## src/rtl/puf_resp_serializer.sv

```systemverilog
// puf_resp_serializer: takes one DATA_W-bit PUF response word over a
// valid/ready handshake and streams it out as bytes to the UART TX.
// Byte order set by MSB_FIRST; GAP_CYCLES idle cycles between bytes.
// Optional feature: define RESP_CHECKSUM_EN to append an XOR checksum
// byte after the last data byte (state CSUM). Default build omits it.

module puf_resp_serializer #(
  parameter int DATA_W     = 128,
  parameter bit MSB_FIRST  = 1'b1,
  parameter int GAP_CYCLES = 0
) (
  input  logic              clk,
  input  logic              rst,
  input  logic [DATA_W-1:0] resp_data,
  input  logic              resp_valid,
  output logic              resp_ready,
  output logic [7:0]        tx_data,
  output logic              tx_valid,
  input  logic              tx_ready,
  output logic              busy,
  output logic              done
);

  localparam int NUM_BYTES = DATA_W / 8;
  localparam int CNT_W     = $clog2(NUM_BYTES + 1);
  localparam logic [CNT_W-1:0] LAST_IDX = CNT_W'(NUM_BYTES - 1);

  // state | meaning
  // IDLE  | waiting for a response word, resp_ready high
  // SEND  | presenting current byte, waiting for tx_ready
  // GAP   | idle spacing between bytes, tx_valid low
  // CSUM  | presenting XOR checksum byte (RESP_CHECKSUM_EN only)
  // DONE  | one-cycle completion pulse, then back to IDLE
`ifdef RESP_CHECKSUM_EN
  typedef enum logic [2:0] {IDLE, SEND, GAP, CSUM, DONE} state_t;
`else
  typedef enum logic [1:0] {IDLE, SEND, GAP, DONE} state_t;
`endif

  state_t            state;
  logic [DATA_W-1:0] shreg;
  logic [DATA_W-1:0] shreg_nxt;
  logic [CNT_W-1:0]  byte_cnt;
  logic [7:0]        gap_cnt;
`ifdef RESP_CHECKSUM_EN
  logic [7:0]        csum;
`endif

  // Byte that goes out first from a given word image.
  function automatic logic [7:0] head_byte(input logic [DATA_W-1:0] v);
    if (MSB_FIRST) return v[DATA_W-1 -: 8];
    else           return v[7:0];
  endfunction

  // Shift register image once the current byte has been consumed.
  always_comb begin
    shreg_nxt = MSB_FIRST ? (shreg << 8) : (shreg >> 8);
  end

  // Serializer FSM with registered handshake and status outputs.
  always_ff @(posedge clk or posedge rst) begin
    if (rst) begin
      state      <= IDLE;
      shreg      <= '0;
      byte_cnt   <= '0;
      gap_cnt    <= '0;
      resp_ready <= 1'b1;
      tx_valid   <= 1'b0;
      tx_data    <= 8'h00;
      busy       <= 1'b0;
      done       <= 1'b0;
`ifdef RESP_CHECKSUM_EN
      csum       <= 8'h00;
`endif
    end else begin
      case (state)
        IDLE: begin
          if (resp_valid && resp_ready) begin
            shreg      <= resp_data;
            byte_cnt   <= '0;
            busy       <= 1'b1;
            resp_ready <= 1'b0;
            tx_valid   <= 1'b1;
            tx_data    <= head_byte(resp_data);
`ifdef RESP_CHECKSUM_EN
            csum       <= 8'h00;
`endif
            state      <= SEND;
          end
        end

        SEND: begin
          if (tx_ready) begin
            shreg    <= shreg_nxt;
            byte_cnt <= byte_cnt + CNT_W'(1);
`ifdef RESP_CHECKSUM_EN
            csum     <= csum ^ tx_data;
`endif
            if (byte_cnt == LAST_IDX) begin
`ifdef RESP_CHECKSUM_EN
              // Checksum follows immediately, no gap before it.
              tx_data <= csum ^ tx_data;
              state   <= CSUM;
`else
              tx_valid <= 1'b0;
              tx_data  <= 8'h00;
              done     <= 1'b1;
              state    <= DONE;
`endif
            end else if (GAP_CYCLES > 0) begin
              tx_valid <= 1'b0;
              tx_data  <= 8'h00;
              gap_cnt  <= 8'(GAP_CYCLES);
              state    <= GAP;
            end else begin
              tx_data <= head_byte(shreg_nxt);
            end
          end
        end

        GAP: begin
          gap_cnt <= gap_cnt - 8'd1;
          // Guard against a zero count so the FSM can never stall here.
          if (gap_cnt <= 8'd1) begin
            tx_valid <= 1'b1;
            tx_data  <= head_byte(shreg);
            state    <= SEND;
          end
        end

`ifdef RESP_CHECKSUM_EN
        CSUM: begin
          if (tx_ready) begin
            tx_valid <= 1'b0;
            tx_data  <= 8'h00;
            done     <= 1'b1;
            state    <= DONE;
          end
        end
`endif

        DONE: begin
          done       <= 1'b0;
          busy       <= 1'b0;
          resp_ready <= 1'b1;
          state      <= IDLE;
        end

        default: begin
          state      <= IDLE;
          tx_valid   <= 1'b0;
          tx_data    <= 8'h00;
          resp_ready <= 1'b1;
          busy       <= 1'b0;
          done       <= 1'b0;
        end
      endcase
    end
  end

endmodule

```

## config.mk

```make
export PLATFORM = sky130hd
export DESIGN_NAME = puf_resp_serializer
export DESIGN_NICKNAME = d
export VERILOG_FILES = /design/src/rtl/puf_resp_serializer.sv
export SDC_FILE = /design/constraint.sdc
export NUM_CORES = 1
export LEC_CHECK = 0
export BUFFER_PORTS_ARGS = -buffer_cell sky130_fd_sc_hd__buf_2
export CAP_MARGIN = 10
export CORE_ASPECT_RATIO = 1.1
export CORE_MARGIN = 2
export CORE_UTILIZATION = 46
export CTS_CLUSTER_DIAMETER = 60
export CTS_CLUSTER_SIZE = 8
export DETAILED_ROUTE_END_ITERATION = 10
export GPL_TIMING_DRIVEN = 0
export PLACE_DENSITY = 0.69
export SLEW_MARGIN = 20
export SYNTH_ARGS = -nofsm -noshare
export SYNTH_HDL_FRONTEND = slang
export SYNTH_SLANG_ARGS = --single-unit
export TNS_END_PERCENT = 50
```

## constraint.sdc

```tcl
create_clock -name clk -period 5.1 [get_ports clk]
set_input_delay 0.255 -clock clk [delete_from_list [all_inputs] [get_ports clk]]
set_output_delay 0.255 -clock clk [all_outputs]
set_load 0.01 [all_outputs]
```

# [Word level (Yosys, flattened, before mapping)]
# Cells that the tools add are included.
[op_classes] addsub=2 mul=0 div_mod_pow=0 magnitude_cmp=1 n_eq_ne=8 shift=0 n_mux=27 bitwise_logic=0 reduce_logical=12
[op_table] operator="2-to-1 mux 128 bit" n=2
[op_table] operator="case mux 128 bit (2 select lines)" n=1
[op_table] operator="2-to-1 mux 8 bit" n=4
[op_table] operator="case mux 8 bit (3 select lines)" n=1
[op_table] operator="2-to-1 mux 5 bit" n=2
[op_table] operator="case mux 5 bit (2 select lines)" n=1
[op_table] operator="<= comparator 8 x 1 -> 1 bit (second input constant)" n=1
[op_table] operator="2-to-1 mux 2 bit" n=4
[op_table] operator="inequality test 2 bit (second input constant)" n=4
[op_table] operator="case mux 2 bit (4 select lines)" n=1
[op_table] operator="AND reduction 4 bit" n=2
[op_table] operator="subtractor 8 x 1 -> 8 bit (second input constant)" n=1
[op_table] operator="2-to-1 mux 1 bit" n=7
[op_table] operator="case mux 1 bit (2 select lines)" n=3
[op_table] operator="AND reduction 3 bit" n=2
[op_table] operator="nonzero test 2 bit" n=3
[op_table] operator="adder 5 x 1 -> 5 bit (second input constant)" n=1
[op_table] operator="== test 5 x 4 -> 1 bit (second input constant)" n=1
[op_table] operator="AND reduction 5 bit" n=1
[op_table] operator="== test 2 bit (second input constant)" n=2
[op_table] operator="case mux 1 bit (3 select lines)" n=1
[op_table] operator="nonzero test 3 bit" n=1
[op_table] operator="== test 2 x 1 -> 1 bit (second input constant)" n=1
[op_table] operator="logical NOT 2 bit" n=1
[op_table] operator="2 further kinds" n=2
[word_totals] register_bits=155 latchBits=0 ram_bits=0 mem_bits_ro=0 wordCells=59 mem_count=0

# [Longest topological paths before layout]
# Gate-level depths: netlist (run 1).
[depth] depth_word=4 depth_mapped=9

# [Worst setup path after synthesis (run 1)]
# Ideal clock, no wire load.
[synth_path] path_kind="register to register" start="register state[0]" end="register shreg[8]" setup_time_ps=83 arrival_ps=1920 slack_ps=3098 path_stages_with_launch=10 period_less_slack_ps=2002 path_cell_list="dfrtp_1 -> inv_1 -> ha_1 -> or2_2 -> o211ai_1 -> buf_2 -> buf_2 -> buf_2 -> nand2_1 -> o21ai_0"
[synth_via] elab_chain_len=3
[synth_lines] element="start: declaration" line="40" text="state_t state;"
[synth_lines] element="start signal: assignment" line="63" text="state <= IDLE;"
[synth_lines] element="start signal: assignment" line="88" text="state <= SEND;"
[synth_lines] element="start signal: assignment" line="108" text="state <= DONE;"
[synth_lines] element="== test 2 x 1 -> 1 bit / logical NOT 2 bit (equally long branches)" line="76" text="case (state)"
[synth_lines] element="inequality test 2 bit (no source line) / nonzero test 2 bit (equally long branches)"
[synth_lines] element="AND reduction 3 bit (no source line)"
[synth_lines] element="end signal: assignment" line="79" text="shreg <= resp_data;"
[synth_lines] element="end signal: assignment" line="94" text="shreg <= shreg_nxt;"
[synth_lines] element="end: declaration" line="41" text="logic [DATA_W-1:0] shreg;"
# Several ways; a longest one is shown, not always the timed one.
# A chain may end at the register's enable or synchronous reset.

# [Final worst setup path (run 1)]
# Same ends and word-level chain as after synthesis.

==> results of run 1 <==
[routing by layer]
layer / routed length (microns) / vias to the layer above / part of all wire (%) / global-route usage (%)
met4: 182 / 0 / 1.1 / 5.934
met3: 1007 / 16 / 5.9 / 6.692
li1: - / 2744 / - / -
met1: 7606 / 2698 / 44 / 28.05
met5: 0 / - / 0 / 0
met2: 8391 / 149 / 49 / 35.16
[stage by stage]
stage / util, % / setup TNS, ns / total power [uW] / area, sq um
after detailed placement: 53.00 / 0 / 4939 / 8244
final: 57.11 / 0 / 6231 / 8884
after global routing: 57.09 / 0 / 6728 / 8881
after floorplan: - / 0 / 4164 / 7243
after global placement: 52.78 / -203.69 / 4863 / 8209
after CTS: 57.06 / 0 / 6290 / 8876
[placed cells by master (no fill, tap or decap), types with 2 or more instances in the layout]
master	Yosys	layout
a21oi_1	11	11
a22o_1	5	5
a22oi_1	8	8
buf_1	7	7
buf_2	13	156
bufinv_16	0	3
clkbuf_1	27	27
clkbuf_16	0	17
clkbuf_8	0	4
clkinv_2	0	5
clkinv_4	0	3
dfrtp_1	154	154
diode_2	0	3
ha_1	9	9
inv_1	8	7
mux2_2	8	8
mux2i_1	120	120
nand2_1	147	147
nand2b_1	2	2
nand3b_1	10	10
nor2_1	13	13
nor2b_1	3	3
o21ai_0	122	122
xnor2_1	4	4
xor2_1	3	3
[worst max path at each step]
stage	to	slack (ns)	depth (start not counted)
finish	shreg[8]	2.37	7
global route	shreg[62]	2.06	9
CTS	shreg[62]	2.24	9
detailed placement	shreg[35]	2.28	9
global placement	gap_cnt[5]	-1.33	2
floorplan	busy	0.67	1
[flip-flops by register name (all words and copies together), names as in the netlist]
signal,flops
gap_cnt,8
tx_data,8
resp_ready,1
byte_cnt,5
shreg,128
state,2
tx_valid,1
busy,1
done,1
[logic make-up (layout without fill, tap and decap cells)]
family                   count (synthesis)  after routing  synth area share, %
other                                    0              3                    0
XOR/XNOR                                 7              7               0.8464
buffers and inverters                   55            232                3.075
AO/OA/AOI/OAI                          158            158                12.30
flip-flops                             155            155                53.57
adder cells (fa/ha/maj)                  9              9                1.555
multiplexers                           128            128                17.83
AND/OR/NAND/NOR                        184            184                10.83
[power breakdown]
group          leakage (uW)  switching (uW)  internal (uW)  total (uW)
clock              0.000313             514            820        1330
combinational       0.00242            1650           1160        2810
sequential          0.00199             311           1770        2080
total               0.00472            2480           3760        6230
[tightest hold or removal path, delay by kind of cell]
family                 cells  cell delay [ns]
buffers and inverters      1             0.08
and+or+nand+nor            2             0.12
[area by class of cell]
type / instances / share of cell area [%]
Sequential cell: 155 / 43.68
Multi-Input combinational cell: 486 / 35.35
Timing Repair Buffer: 145 / 8.479
Clock buffer: 21 / 5.408
Tap cell: 200 / 2.817
Buffer: 47 / 2.169
Clock inverter: 11 / 1.592
Inverter: 8 / 0.4225
Antenna cell: 3 / 0.08451
[timing repair]
item / in CTS / in global routing
endpoints found under the setup margin: 0 / 0
endpoints found under the hold margin: 64 / 0
buffers inserted: 0 / 0
resized for setup: 0 / 0
hold buffers: 1 / 0
==> flow_summary.ini, run 1 <==
[routing]
dr.pass1.iters = 5
num_vias = 5607
drcViolationCount = 0
ant_nets = 0
wl_per_cell_microns = 15.97
drt_iter0_drc = 412
wl_microns = 17190
via_per_inst = 5.211

[sta]
hold_violations = 0
min_period_over_period_pct = 53.57
tightest_slew_ns = 0.7768
slew_violations = 0
rsz0062_at_grt = no
timing.final.ws_setup_ns = 2.368
setup_viol = 0
holdWs_ns = 0.06703
fmax_mhz = 366.1
final.min_clock_period_ns = 2.732
fin_skew_ns = 0.007999
slew_headroom_pct = 48.21

[grt]
grt_max_degree = 91
grt_pass1_vias = 5625
grt_pass1_wl_microns = 28200
globalRouteOverflowTotal = 0
grt_usage_pct = 21.67
antenna_found_initial = 2

[cells_and_area]
final_cells = 1076
num-nets-final = 1001
drive_gt1_share_pct = 23.48
area_growth_pct = 22.65
multi_input_area_sq_mm = 0.003141
final.fill_count = 1374
seq_area_sq_mm = 0.003880

[synth]
syn_inst = 696
synthTopCellsByArea = dfrtp_1 53%, mux2i_1 17%, o21ai_0 8.4%
yosysWarnings = 0
syn_avg_cell_area_sq_um = 10.41
ys_types = 41
async_reset_ff_share_pct = 100.0
synth_most_common_cell = dfrtp_1
ys_ff_latch = 155
synth_top_area_share_pct = 53.20
synthFlopType = dfrtp_1
synth.top_cells.by_count = 154 x dfrtp_1, 147 x nand2_1, 122 x o21ai_0
synth_edf_count = 0
synth_area_leader_cell = dfrtp_1
synth_area_sq_mm = 0.007243
syn_nets = 837
synth-seq-area-share_pct = 53.57

[place]
dp.cells = 1040
gp_congestion = 0.8101
dp_worst_setup_slack_ns = 2.277
dpl.hpwl_microns = 12220
port_buffers = 143

[flow_run]
drv_cap = 0

[worst_setup_path]
reg2reg_to = shreg[8]
ff2ff_setup_slack_ns = 2.37
setup.worst_path.start = state[0]
cp_max_fo = 10
worst_setup_path_start_kind = register
max_stage_delay_ns = 0.62
crit_buf_inv = 4
path_cells = inv_1, ha_1, inv_1, o211ai_1, buf_2, buf_1, o21ai_0
worst_r2r_startpoint = state[0]
reg2regPathDepth = 7
cp.arrival_ns = 3.01
slowest_stage = o211ai_1
cpMostUsedCell = inv_1
required_ns = 5.38
cp_top_family = buffers and inverters
end_kind = register
path_class = register to register

[min_path]
min_to = shreg[4]
min-delay-start = resp_data[4]
min_path_cells = 3
hold_path_class = primary input to register

[floorplanning]
die_area_sq_mm = 0.01677
io_pins = 144
coreArea_sq_mm = 0.01555
initial_utilization_pct = 46.57
fp-row-count = 48
die_h_microns = 135.6
die_w_microns = 123.6

[clock_network]
numCtsBuffers = 17
clock-sinks = 155
cts.path.max_buffers = 2
cts_max_level = 4
cts_tree = built
path_clk_slew_ns = 0.06
cts-root-buf = clkbuf_16
clock_latency_ns = 0.43

[power]
leakagePower_uw = 0.004718
ir_worst_vdd_mv = 0.3570
p_per_area_mw_per_mm2 = 701.4

[run_status]
status = complete, no violations
Note: power is estimated with default switching activity, not from simulation.
==> run 2, diff against run 1 <==
ABC_AREA = 1   (was unset)
PLACE_DENSITY = 0.68   (was 0.69)
clock period = 2.7 ns   (was 5.1 ns; I/O delays follow)
==> flow_summary.ini, run 2 <==
[flow_run]
drv_cap = 0

[worst_setup_path]
end_kind = register
reg2regPathDepth = 8
required_ns = 3.03
worst_setup_path_start_kind = register
cp.arrival_ns = 2.37
path_class = register to register
cp_max_fo = 10

[sta]
fin_skew_ns = 0.006182
tightest_slew_ns = 0.5423
rsz0062_at_grt = no
min_period_over_period_pct = 75.58
hold_violations = 0
fmax_mhz = 490.1
setup_viol = 0
slew_headroom_pct = 63.85
final.min_clock_period_ns = 2.041
holdWs_ns = 0.01865
timing.final.ws_setup_ns = 0.6594
slew_violations = 0

[cells_and_area]
stdcell_area_sq_mm = 0.009824
reg_top3 = shreg (128), gap_cnt (8), tx_data (8)
seq_area_sq_mm = 0.003880
antenna-diode-count = 0
final_cells = 1276
most-common-layout-cells = 240 x nor2_1, 181 x nand2_1, 174 x buf_2, 154 x dfrtp_1, 100 x o31ai_2
largest_reg_flops = 128
final_common_cell = nor2_1
drive_gt1_share_pct = 31.46
largest-register = shreg
fin_util_pct = 58.16
multi_input_area_sq_mm = 0.003510
final.fill_count = 1523
num-nets-final = 1196
area_growth_pct = 24.93

[routing]
ant_nets = 0
dr.pass1.iters = 5
num_vias = 6549
wl_per_cell_microns = 15.00
drt_iter0_drc = 292
drcViolationCount = 0
wl_microns = 19150
via_per_inst = 5.132

[synth]
synth.top_cells.by_count = 240 x nor2_1, 181 x nand2_1, 154 x dfrtp_1
syn_nets = 1006
synthFlopType = dfrtp_1
ys_ff_latch = 155
synth_top_area_share_pct = 49.01
synth_edf_count = 0
synth_area_leader_cell = dfrtp_1
syn_inst = 865
synthTopCellsByArea = dfrtp_1 49%, o31ai_2 16%, nor2_1 11%
synth_area_sq_mm = 0.007864
async_reset_ff_share_pct = 100.0
yosysWarnings = 0
ys_types = 29
synth-seq-area-share_pct = 49.34
synth_most_common_cell = nor2_1
syn_avg_cell_area_sq_um = 9.091

[grt]
globalRouteOverflowTotal = 0
grt_usage_pct = 21.76
grt_pass1_wl_microns = 31240
antenna_found_initial = 0
grt_pass1_vias = 6483
grt_max_degree = 34

[power]
p_per_area_mw_per_mm2 = 555.0
ir_worst_vdd_mv = 0.4462
pwr-share-comb_pct = 6.9
leakagePower_uw = 0.004919
internal-power_uw = 4206
switching_share_pct = 22.87
pwr-share-clk_pct = 47.9
p_seq_share_pct = 45.2
switching_power_uw = 1247

[place]
dp_worst_setup_slack_ns = 0.6565
dp.cells = 1221
gp_congestion = 0.7843
port_buffers = 143
dpl.hpwl_microns = 13800
placed_area_sq_mm = 0.008951

[clock_network]
path_clk_slew_ns = 0.06
cts.path.max_buffers = 2
cts_resized = 0
cts-root-buf = clkbuf_16
numCtsBuffers = 17
clock-sinks = 155
cts_tree = built
cts_max_level = 4
clock_latency_ns = 0.43

[run_status]
status = complete, no violations

[floorplanning]
die_area_sq_mm = 0.01816
initial_utilization_pct = 46.56
fp-row-count = 50
io_pins = 144
die_h_microns = 141.1
die_w_microns = 128.7
coreArea_sq_mm = 0.01689

[min_path]
hold_path_class = primary input to register
min_path_cells = 3
[run 2: final cells by class]
type / count / area share, %
sequential: 155 / 39.49
multi-input combinational: 623 / 35.72
timing repair buffer: 171 / 10.72
clock buffer: 19 / 4.610
buffer: 58 / 3.719
tap: 208 / 2.649
clock inverter: 13 / 1.936
inverter: 29 / 1.146
[run 2: what timing repair did]
action                                 4_1_cts  5_1_grt
endpoints found under the hold margin       38        0
hold buffers                                23        0
buffers inserted                             0        0
[run 2: kinds of logic after synthesis]
logic type	after synthesis	share of synthesized area, %
AO/OA/AOI/OAI	162	20.53
XOR/XNOR	6	0.6683
adder cells (fa/ha/maj)	9	1.432
buffers and inverters	87	6.030
flip-flops	155	49.34
multiplexers	1	0.1273
AND/OR/NAND/NOR	445	21.88
[run 2: worst paths after layout]
kind                                from         end  slack [ns]
max                             state[1]  shreg[101]        0.66
max reg2reg                     state[1]  shreg[101]        0.66
min                        resp_data[18]   shreg[18]        0.02
min in group asynchronous            rst  tx_data[1]        0.27
max in group asynchronous            rst   shreg[38]        1.51
min reg2reg                   gap_cnt[6]  gap_cnt[6]        0.46
[run 2: per-layer routing]
metal / global-route usage, % / wire length [microns]
met5: 0 / 0
met4: 6.865 / 320
met3: 3.719 / 693
met2: 36.15 / 9462
met1: 29.13 / 8668
[run 2: through the flow]
stage	setup TNS [ns]	power, uW
after CTS	0	5507
after global placement	-70.28	2837
after floorplan	0	2688
after global routing	0	5644
after detailed placement	0	2865
final	0	5453
[run 2: worst max-delay path, cell delays in order (launching register included)]
cell and delay [ns]:
dfrtp_1 0.42, inv_1 0.09, ha_1 0.22, buf_2 0.22, inv_2 0.12, buf_2 0.27
buf_2 0.28, nor2_1 0.08, o31ai_2 0.24
[run 2: power groups by stage]
stage | Clock (uW) | Sequential, uW | Combinational, uW
3_3_place_gp | 0 | 2510 | 332
3_5_place_dp | 0 | 2510 | 359
4_1_cts | 2660 | 2460 | 386
2_1_floorplan | 0 | 2490 | 198
6_report | 2610 | 2460 | 378
5_1_grt | 2740 | 2470 | 425
==> run 3, diff against run 2 <==
clock period = 1.9 ns   (was 2.7 ns; I/O delays follow)
==> flow_summary.ini, run 3 (synthesized netlist as in run 2, its figures left out) <==
[sta]
final.min_clock_period_ns = 1.810
slew_headroom_pct = 65.07
fmax_mhz = 552.4
fin_skew_ns = 0.006741
min_period_over_period_pct = 95.28
slew_violations = 0
tightest_slew_ns = 0.5239
timing.final.ws_setup_ns = 0.08965
hold_violations = 0
setup_viol = 0

[cells_and_area]
final_common_cell = nor2_1
final_cells = 1364
stdcell_area_sq_mm = 0.01072
drive_gt1_share_pct = 29.93
antenna-diode-count = 0
largest_reg_flops = 128
most-common-layout-cells = 240 x nor2_1, 181 x nand2_1, 165 x buf_2, 154 x dfrtp_1, 103 x dlygate4sd3_1
num-nets-final = 1284
largest-register = shreg
reg_top3 = shreg (128), gap_cnt (8), tx_data (8)
fin_util_pct = 63.45
area_growth_pct = 36.29

[place]
placed_area_sq_mm = 0.008951
dpl.hpwl_microns = 13800
dp_worst_setup_slack_ns = -0.1435
port_buffers = 143
gp_congestion = 0.7843
dp.cells = 1221

[routing]
wl_microns = 20420
ant_nets = 0
via_per_inst = 5.118
drcViolationCount = 0
dr.pass1.iters = 5
num_vias = 6981
drt_iter0_drc = 311
wl_per_cell_microns = 14.97

[grt]
grt_max_degree = 34
grt_pass1_wl_microns = 33200
grt_pass1_vias = 7060
antenna_found_initial = 0
grt_usage_pct = 23.07
globalRouteOverflowTotal = 0

[power]
p_per_area_mw_per_mm2 = 734.7
ir_worst_vdd_mv = 0.6332
leakagePower_uw = 0.005315

[flow_run]
drv_cap = 0

[floorplanning]
io_pins = 144
die_w_microns = 128.7
die_h_microns = 141.1
initial_utilization_pct = 46.56
fp-row-count = 50
die_area_sq_mm = 0.01816
coreArea_sq_mm = 0.01689

[worst_setup_path]
worst_r2r_startpoint = state[1]
cp.arrival_ns = 2.15
path_class = register to register
setup.worst_path.start = state[1]
cp_max_fo = 10
end_kind = register
worst_setup_path_start_kind = register
required_ns = 2.24
slowest_stage = clkbuf_1
path_cells = inv_1, ha_1, buf_6, clkbuf_1, nor2_1, o31ai_2
max_stage_delay_ns = 0.43

[clock_network]
clock-sinks = 155
cts_max_level = 4
cts_tree = built
path_clk_slew_ns = 0.06
cts.path.max_buffers = 2
numCtsBuffers = 17
cts-root-buf = clkbuf_16
clock_latency_ns = 0.43

[min_path]
min-delay-start = resp_data[72]
hold_path_class = primary input to register

[run_status]
status = complete, no violations
-- run 3: layout make-up --
| cell class | count | area [sq um] |
|---|---|---|
| Tap cell | 208 | 260.3 |
| Buffer | 58 | 392.9 |
| Sequential cell | 155 | 3880 |
| Clock inverter | 13 | 190.2 |
| Clock buffer | 19 | 452.9 |
| Fill cell | 1409 | 6173 |
| Inverter | 29 | 112.6 |
| Multi-Input combinational cell | 623 | 3515 |
| Timing Repair Buffer | 259 | 1914 |
-- run 3: repair_timing --
action | 4_1_cts | 5_1_grt
gates cloned | 0 | 0
setup buffers | 2 | 6
hold buffers | 103 | 0
gates resized for setup | 4 | 11
pin swaps | 1 | 2
endpoints found under the hold margin | 138 | 0
setup endpoints to repair | 122 | 139
-- run 3: worst paths after layout --
kind	end	slack [ns]	depth (start not counted)
worst max-delay path	shreg[55]	0.09	6
worst min-delay path	shreg[72]	0.01	3
worst max register to register	shreg[55]	0.09	6
worst min register to register	gap_cnt[6]	0.46	1
max in group asynchronous	shreg[38]	0.75	6
min in group asynchronous	tx_data[1]	0.23	3
-- run 3: through the flow --
| stage | hold slack (ns) | setup TNS (ns) | total power, uW |
|---|---|---|---|
| 2_1_floorplan | 0.2358 | -23.58 | 3820 |
| 3_3_place_gp | 0.3289 | -193.49 | 4031 |
| 3_5_place_dp | 0.1404 | -9.805 | 4072 |
| 4_1_cts | 0.0003466 | -0.002885 | 7950 |
| 5_1_grt | 0.003551 | -0.2614 | 8154 |
| 6_report | 0.01296 | 0 | 7874 |
-- run 3: where the power goes --
| group | total [uW] | switching [uW] | internal, uW |
|---|---|---|---|
| logic | 671 | 293 | 378 |
| clock network | 3700 | 1420 | 2280 |
| registers | 3500 | 76.7 | 3430 |
| total | 7870 | 1790 | 6080 |
-- run 3: metal layers --
layer  vias up  share of wire [%]  global-route usage [%]
met1      3366                 44                   29.58
met3        33                3.6                   3.719
met2       167                 50                   39.32
met5         -                  0                       0
met4         0                2.2                   8.524
li1       3415                  -                       -
-- run 3: critical path, delay by kind of cell (launching register included) --
kind / cells / cell delay, ns
adder cells (fa/ha/maj): 1 / 0.22
flip-flops: 1 / 0.39
buffers and inverters: 3 / 0.71
AND/OR/NAND/NOR: 1 / 0.15
AO/OA/AOI/OAI: 1 / 0.26
